## config.mk

```make
export PLATFORM = sky130hd
export DESIGN_NAME = l1_mem_arbiter
export DESIGN_NICKNAME = d
export VERILOG_FILES = /design/src/rtl/l1_mem_arbiter.sv
export SDC_FILE = /design/constraint.sdc
export NUM_CORES = 2
export LEC_CHECK = 0
export BUFFER_PORTS_ARGS = -buffer_cell sky130_fd_sc_hd__buf_4
export CORE_AREA = 2 2 541 543
export CTS_CLUSTER_DIAMETER = 150
export DETAILED_ROUTE_END_ITERATION = 8
export DIE_AREA = 0 0 543 545
export HOLD_SLACK_MARGIN = 0.08
export PLACE_DENSITY = 0.31
export SLEW_MARGIN = 20
export SYNTH_ARGS = -nofsm -noshare
export SYNTH_HDL_FRONTEND = slang
export SYNTH_SLANG_ARGS = --single-unit
```

## constraint.sdc

```tcl
create_clock -name clk -period 1.6 [get_ports clk]
set_input_delay 0.08 -clock clk [delete_from_list [all_inputs] [get_ports clk]]
set_output_delay 0.08 -clock clk [all_outputs]
set_load 0.1 [all_outputs]
```

## src/rtl/l1_mem_arbiter.sv

```systemverilog
// l1_mem_arbiter: shares the physical-memory line port between I-cache and
// D-cache. D wins ties; a starvation counter forces an I grant after
// STARVE_LIMIT consecutive D grants taken while I was waiting. One line
// transaction in flight; every output comes straight from a register.
module l1_mem_arbiter #(
  parameter int ADDR_W       = 32,
  parameter int LINE_W       = 256,
  parameter int STARVE_LIMIT = 4
) (
  input  logic              clk,
  input  logic              rst,
  input  logic              i_read,
  input  logic [ADDR_W-1:0] i_address,
  output logic [LINE_W-1:0] i_rdata,
  output logic              i_resp,
  input  logic              d_read,
  input  logic              d_write,
  input  logic [ADDR_W-1:0] d_address,
  input  logic [LINE_W-1:0] d_wdata,
  output logic [LINE_W-1:0] d_rdata,
  output logic              d_resp,
  output logic              pmem_read,
  output logic              pmem_write,
  output logic [ADDR_W-1:0] pmem_address,
  output logic [LINE_W-1:0] pmem_wdata,
  input  logic [LINE_W-1:0] pmem_rdata,
  input  logic              pmem_resp
);

  typedef enum logic [1:0] {IDLE, I_BUSY, D_BUSY, RESP} state_e;

  localparam logic [3:0]        LIMIT     = 4'(STARVE_LIMIT);
  // 32-byte lines: the low five address bits never reach memory
  localparam logic [ADDR_W-1:0] LINE_MASK = ~ADDR_W'(32'h1f);

  state_e            state_q, state_d;
  logic [3:0]        starve_q, starve_d;
  logic              rd_q, rd_d, wr_q, wr_d;
  logic [ADDR_W-1:0] addr_q, addr_d;
  logic [LINE_W-1:0] wdata_q, wdata_d;
  logic [LINE_W-1:0] i_rdata_q, i_rdata_d, d_rdata_q, d_rdata_d;
  logic              i_resp_q, i_resp_d, d_resp_q, d_resp_d;
  logic              d_req, force_i;

  // Next-state: arbitration in IDLE, wait for memory in *_BUSY, one resp cycle
  always_comb begin
    state_d   = state_q;
    starve_d  = starve_q;
    rd_d      = rd_q;
    wr_d      = wr_q;
    addr_d    = addr_q;
    wdata_d   = wdata_q;
    i_rdata_d = i_rdata_q;
    d_rdata_d = d_rdata_q;
    i_resp_d  = 1'b0;
    d_resp_d  = 1'b0;
    d_req     = d_read | d_write;
    force_i   = i_read && (starve_q == LIMIT);
    case (state_q)
      IDLE: begin
        if (d_req && !force_i) begin
          state_d = D_BUSY;
          // read+write together is a write-back; the read is retried later
          wr_d    = d_write;
          rd_d    = ~d_write;
          addr_d  = d_address & LINE_MASK;
          if (d_write) wdata_d = d_wdata;
          if (!i_read)              starve_d = '0;
          else if (starve_q != LIMIT) starve_d = starve_q + 4'd1;
        end else if (i_read) begin
          state_d  = I_BUSY;
          rd_d     = 1'b1;
          wr_d     = 1'b0;
          addr_d   = i_address & LINE_MASK;
          starve_d = '0;
        end
      end
      I_BUSY, D_BUSY: begin
        if (pmem_resp) begin
          state_d = RESP;
          rd_d    = 1'b0;
          wr_d    = 1'b0;
          if (state_q == I_BUSY) begin
            i_resp_d  = 1'b1;
            i_rdata_d = pmem_rdata;
          end else begin
            d_resp_d = 1'b1;
            // a write-back returns no data; keep the last read line
            if (rd_q) d_rdata_d = pmem_rdata;
          end
        end
      end
      // the cache still shows its old request here, so nothing is sampled
      RESP:    state_d = IDLE;
      default: state_d = IDLE;
    endcase
  end

  // State and output registers; synchronous active-low reset aborts everything
  always_ff @(posedge clk) begin
    if (!rst) begin
      state_q   <= IDLE;
      starve_q  <= '0;
      rd_q      <= 1'b0;
      wr_q      <= 1'b0;
      addr_q    <= '0;
      wdata_q   <= '0;
      i_rdata_q <= '0;
      d_rdata_q <= '0;
      i_resp_q  <= 1'b0;
      d_resp_q  <= 1'b0;
    end else begin
      state_q   <= state_d;
      starve_q  <= starve_d;
      rd_q      <= rd_d;
      wr_q      <= wr_d;
      addr_q    <= addr_d;
      wdata_q   <= wdata_d;
      i_rdata_q <= i_rdata_d;
      d_rdata_q <= d_rdata_d;
      i_resp_q  <= i_resp_d;
      d_resp_q  <= d_resp_d;
    end
  end

  assign pmem_read    = rd_q;
  assign pmem_write   = wr_q;
  assign pmem_address = addr_q;
  assign pmem_wdata   = wdata_q;
  assign i_rdata      = i_rdata_q;
  assign i_resp       = i_resp_q;
  assign d_rdata      = d_rdata_q;
  assign d_resp       = d_resp_q;

endmodule

```

Yosys cells after proc, flatten, opt, wreduce, memory -nomap -nowiden
Cells that the tools add are included.

Register bits after elaboration: 810. Bits in latches: 0. Memory bits (writable): 0. Bits in read-only memories: 0. Bits of input ports: 582. Output and inout port bits: 804. Logic and storage cells: 56. Memories: 0.

$add $sub $neg: 1. $mul: 0. Divide/modulo/power cells: 0. Magnitude comparators: 0. Equal/unequal tests: 8. Shift operators: 0. Multiplexer cells: 19. Bitwise operators: 3. Reductions and logical operators: 15.

Operators by type and width (count): 32-bit 2-to-1 mux (2); 4-bit 2-to-1 mux (4); 3-bit AND reduction (5); 1-bit 2-to-1 mux (7); 2-bit 2-to-1 mux (3); 2-bit one-hot mux with 3 select lines (1); 4-bit by 1-bit adder with 4-bit output (second input constant) (1); 2-bit == test (second input constant) (2); 4-bit by 3-bit == test with 1-bit output (second input constant) (1); 4-bit by 3-bit inequality test with 1-bit output (second input constant) (1); 1-bit one-hot mux with 2 select lines (2); 2-bit AND reduction (2); 4-bit AND reduction (1); 2-bit nonzero test (2); 3-bit by 2-bit inequality test with 1-bit output (second input constant) (1); 3-bit inequality test (second input constant) (1); 2-bit by 1-bit == test with 1-bit output (second input constant) (1); 1-bit logical AND (2); 2-bit zero test (1); 2-bit inequality test (second input constant) (1); 1-bit NOT (2); 2-bit OR reduction (1); 1-bit zero test (1); 1-bit OR (1).

Depth between registers and ports, before layout
Depth in word-level cells: 6. Depth in mapped cells: 9. Gate-level depth less buffers: 5.

Least setup slack after synthesis
OpenSTA, ideal clock, no wires.

Path type: reg-to-reg. Start: register rd_q (netlist: pmem_read). End: register d_rdata_q[215] (netlist: d_rdata[215]). Arrival time: 1896 ps. Data required time: 1530 ps. Setup slack: -367 ps. Cell stages (with the launch flop): 7. Buffers on the path: 3. Cell sequence: dfxtp_1 and4b_1 clkbuf_1 buf_2 buf_2 nand2_1 a21oi_1.

Cells in the longest elaborated chain, start to end: 1.

Ends and longest elaborated chain: from (decl) (line 38) `logic rd_q, rd_d, wr_q, wr_d;`; from (signal assigned) (line 115) `rd_q <= rd_d;`; 4-bit AND reduction (no line); to (signal assigned) (line 120) `d_rdata_q <= d_rdata_d;`; to (decl) (line 41) `logic [LINE_W-1:0] i_rdata_q, i_rdata_d, d_rdata_q, d_rdata_d;`.

No other way between the ends. A chain may end at the register's enable or synchronous reset.

Worst setup path after layout
Start: register state_q[0]. End: register d_rdata_q[49] (netlist: d_rdata[49]).

Cells in the longest elaborated chain, start to end: 3. Elaborated cells between the ends (all ways): 5. Classes of those cells: eq/ne: 2; bitwise: 1; reduce/logical: 2.

Ends and longest elaborated chain: from (decl) (line 36) `state_e state_q, state_d;`; from (signal assigned) (line 113) `state_q <= state_d;`; 2-bit by 1-bit == test with 1-bit output or 2-bit == test (tied branches) (line 59, 83); 2-bit OR reduction or 1-bit NOT (tied branches); 4-bit AND reduction (no line) *.

Every way passes the cells marked *; elsewhere a longest branch is shown, timed or not.

==> impl_metrics.yaml <==
yosys:
  synth.distinct_cells: 36
  synth_seq_cells: 805
  async_flop_share_pct: 0
  synth-main-ff-cell: "dfxtp_1"
  syn_area_um2: 29400
  synth_edf_count: 0
  seq_area_frac_synth_pct: 54.8
  syn_area_per_cell_um2: 8.24
  netlist_instances: 3564
  yosysWarnings: 0
detailed_routing:
  drtAntennaViolNets: 0
  first_iter_violations: 1577
  wl_per_cell_um: 22.4
  dr.pass1.iters: 5
  totalWireLength_um: 227000
  post-route-drc-count: 0
  viasPerCell: 3.47
  vias: 35100
timing:
  rsz0062_at_grt: "yes"
  post-route-min-period_ns: 1.84
  drv_slew: 0
  worst_slack_ns: -0.235
  clock_skew_ns: 0.0447
  setup_viol: 698
  timing.final.crit_share_pct: 115
  worst_pin_slew_ns: 0.812
  clock.fmax_mhz: 545
  tns_ns: -61.50
  slew_headroom_pct: 45.8
  hold_viol_final: 0
floorplanning:
  die_x_um: 543
  num_io_pins: 1386
  num_rows: 198
  die_height_um: 545
  core_um2: 290000
  dieArea_um2: 296000
  initial_core_util_pct: 10.1
critical_path:
  rr_worst_depth: 9
  worstPathArrival_ns: 2.57
  path_max_fanout: 8
  critPathLaunchType: "flop"
  end_kind: "flop"
  timing.rr.start: "state_q[0]$_SDFFE_PN0P_"
  crit_type: "reg -> reg"
  rrSetupSlack_ns: -0.24
  cp.required_ns: 2.34
  cp-startpoint: "state_q[0]$_SDFFE_PN0P_"
  r2r-end: "d_rdata[49]$_SDFFE_PN0P_"
layout:
  syn2layout_area_growth_pct: 112
  final_layout_size_suffix_gt1_share_pct: 30.2
  final_nets: 6694
  fin_cells: 10100
clock_network:
  cts_root_buffer: "clkbuf_16"
  insertion_delay_ns: 0.84
  cts_tree: "built"
  cts_made_buffers: 113
  cts_sinks: 805
  htree_levels: 3
  clk_pin_slew_ns: 0.06
  cts.path.max_buffers: 4
status:
  violations: "setup timing"
  status: "finished with violations"
power:
  netSwitchingFraction_pct: 45.9
  p_leak_nw: 25.1
  p_per_area_nw_per_um2: 1500
  p_int_mw: 50.8
  ir_drop_mv: 1.13
  switchingPower_mw: 43.1
  fin_total_pwr_mw: 93.9
  p_seq_share_pct: 26.6
  clockPowerShare_pct: 27.9
  comb_power_share_pct: 45.5
flow_run:
  cap_violations: 0
grt:
  grt_pass1_vias: 35400
  antenna_found_initial: 106
  gr-usage-all-layers_pct: 14.5
  grt_max_degree: 96
  overflow: 0
  grt_pass1_wl_um: 299000
placed_design:
  dp_hpwl_um: 178000
  numPortBuffers: 1370
  place_ws_ns: -0.264
  place_congestion: 0.900
  place_inst: 8715
hold_path:
  hold_class: "in -> reg"
  whs_endpoint: "i_rdata[19]$_SDFFE_PN0P_"
  hold_depth: 4
  min-delay-start: "pmem_rdata[19]"
critical path, cell delays in order, from the launching register on:
cell and delay [ns]:
dfxtp_2 0.35, inv_2 0.06, ha_4 0.27, and4b_4 0.27, buf_12 0.17, buf_12 0.13, buf_12 0.10, buf_16 0.13
nand2_2 0.06, a21oi_2 0.13
Yosys cell counts (2+ instances only):
| master | count | share of area, % |
|---|---|---|
| nand2_1 | 1539 | 20 |
| dfxtp_1 | 805 | 55 |
| a21oi_1 | 544 | 9.3 |
| mux2i_1 | 257 | 8.8 |
| clkbuf_1 | 176 | 2.2 |
| buf_2 | 68 | 1.2 |
| o21ai_0 | 56 | 0.95 |
| a31oi_1 | 27 | 0.57 |
| buf_6 | 27 | 1.0 |
| buf_1 | 8 | 0.10 |
| inv_1 | 8 | 0.10 |
| nand3_1 | 8 | 0.14 |
| buf_4 | 6 | 0.15 |
| ha_1 | 5 | 0.21 |
| nor2_1 | 3 | 0.038 |
| a211oi_1 | 2 | 0.051 |
| and4b_1 | 2 | 0.068 |
| o211a_1 | 2 | 0.068 |
| o211ai_1 | 2 | 0.051 |
| o31ai_1 | 2 | 0.051 |
| or2_2 | 2 | 0.043 |
stage by stage:
| step | hold slack, ns | cell area [um2] | utilization [%] |
|---|---|---|---|
| floorplan | 0.216 | 29500 | - |
| global placement | 0.338 | 45200 | 15.6 |
| detailed placement | 0.346 | 45200 | 15.6 |
| CTS | 0.0807 | 61500 | 21.2 |
| global route | 0.0875 | 62300 | 21.5 |
| finish | 0.150 | 62400 | 21.5 |
worst max-delay path by stage:
stage                     slack (ns)                        end  cells past startpoint
final                          -0.24   d_rdata[49]$_SDFFE_PN0P_                      9
after global placement         -0.26    state_q[1]$_SDFFE_PN0P_                      6
after detailed placement       -0.26  d_rdata[166]$_SDFFE_PN0P_                      7
after floorplan                -0.03   d_rdata[15]$_SDFFE_PN0P_                      9
after global routing           -0.31   d_rdata[79]$_SDFFE_PN0P_                      9
after CTS                      -0.25   d_rdata[37]$_SDFFE_PN0P_                      8
kinds of logic after synthesis:
logic type / count (synthesis) / share of synthesized area, %
flops: 805 / 54.8
mux: 257 / 8.76
simple gates: 1562 / 20.2
buf+inv: 294 / 4.81
fa+ha+maj: 5 / 0.213
compound gates: 640 / 11.2
other cells: 1 / 0.0128
layer usage:
| layer | GRT usage, % | vias to the layer above | share of wire (%) |
|---|---|---|---|
| met4 | 3.79 | 72 | 2.6 |
| met5 | 0 | - | 0.20 |
| met3 | 6.40 | 308 | 10 |
| met1 | 17.7 | 16700 | 43 |
| li1 | - | 16800 | - |
| met2 | 22.9 | 1290 | 44 |
power by group through the flow:
stage | clock network, mW | registers (mW) | logic [mW]
4_1_cts | 27.3 | 25.0 | 42.2
3_3_place_gp | 0 | 25.1 | 37.8
3_5_place_dp | 0 | 25.1 | 37.8
6_report | 26.2 | 25.0 | 42.7
5_1_grt | 28.0 | 25.3 | 44.4
2_1_floorplan | 0 | 43.5 | 7.32
cells in the final DEF, fill, tap and decap left out, types with 5 or more instances in the layout:
master         instances
dfxtp_2                8
a31oi_1               25
inv_6                  5
bufinv_16             10
dfxtp_1              762
dfxtp_4               35
a21oi_1              505
buf_16                17
a21oi_2               39
o21ai_0               56
clkbuf_16            130
buf_6                 20
clkbuf_1              28
nand3_1                8
nand2_1             1533
dlygate4sd3_1       1118
diode_2               43
conb_1                 5
nand2_2                5
buf_4               1424
clkinv_2              10
buf_12               109
mux2i_1              256
clkbuf_8              23
layout make-up:
cell class | count | area, um2
well taps | 3900 | 4880
flip-flops and latches | 805 | 16300
multi-input cells | 2470 | 12100
diodes | 43 | 108
fillers | 32400 | 228000
repair buffers | 2708 | 25200
clock inverters | 34 | 495
inverters | 9 | 41.3
clock buffers | 164 | 3250
registers in the layout, summed over array words and instances (netlist names):
register / count
starve_q: 4
d_rdata: 256
pmem_address: 27
i_rdata: 256
state_q: 2
pmem_write: 1
i_resp: 1
pmem_read: 1
pmem_wdata: 256
d_resp: 1
what timing repair did:
item | 4_1_cts | 5_1_grt
pin swaps | 5 | 2
setup buffers | 21 | 11
setup endpoints to repair | 1568 | 1551
gates cloned | 11 | 20
resized for setup | 232 | 79
endpoints found under the hold margin | 805 | 0
hold buffers | 1118 | 0
Power figures use the tool's default switching activity.
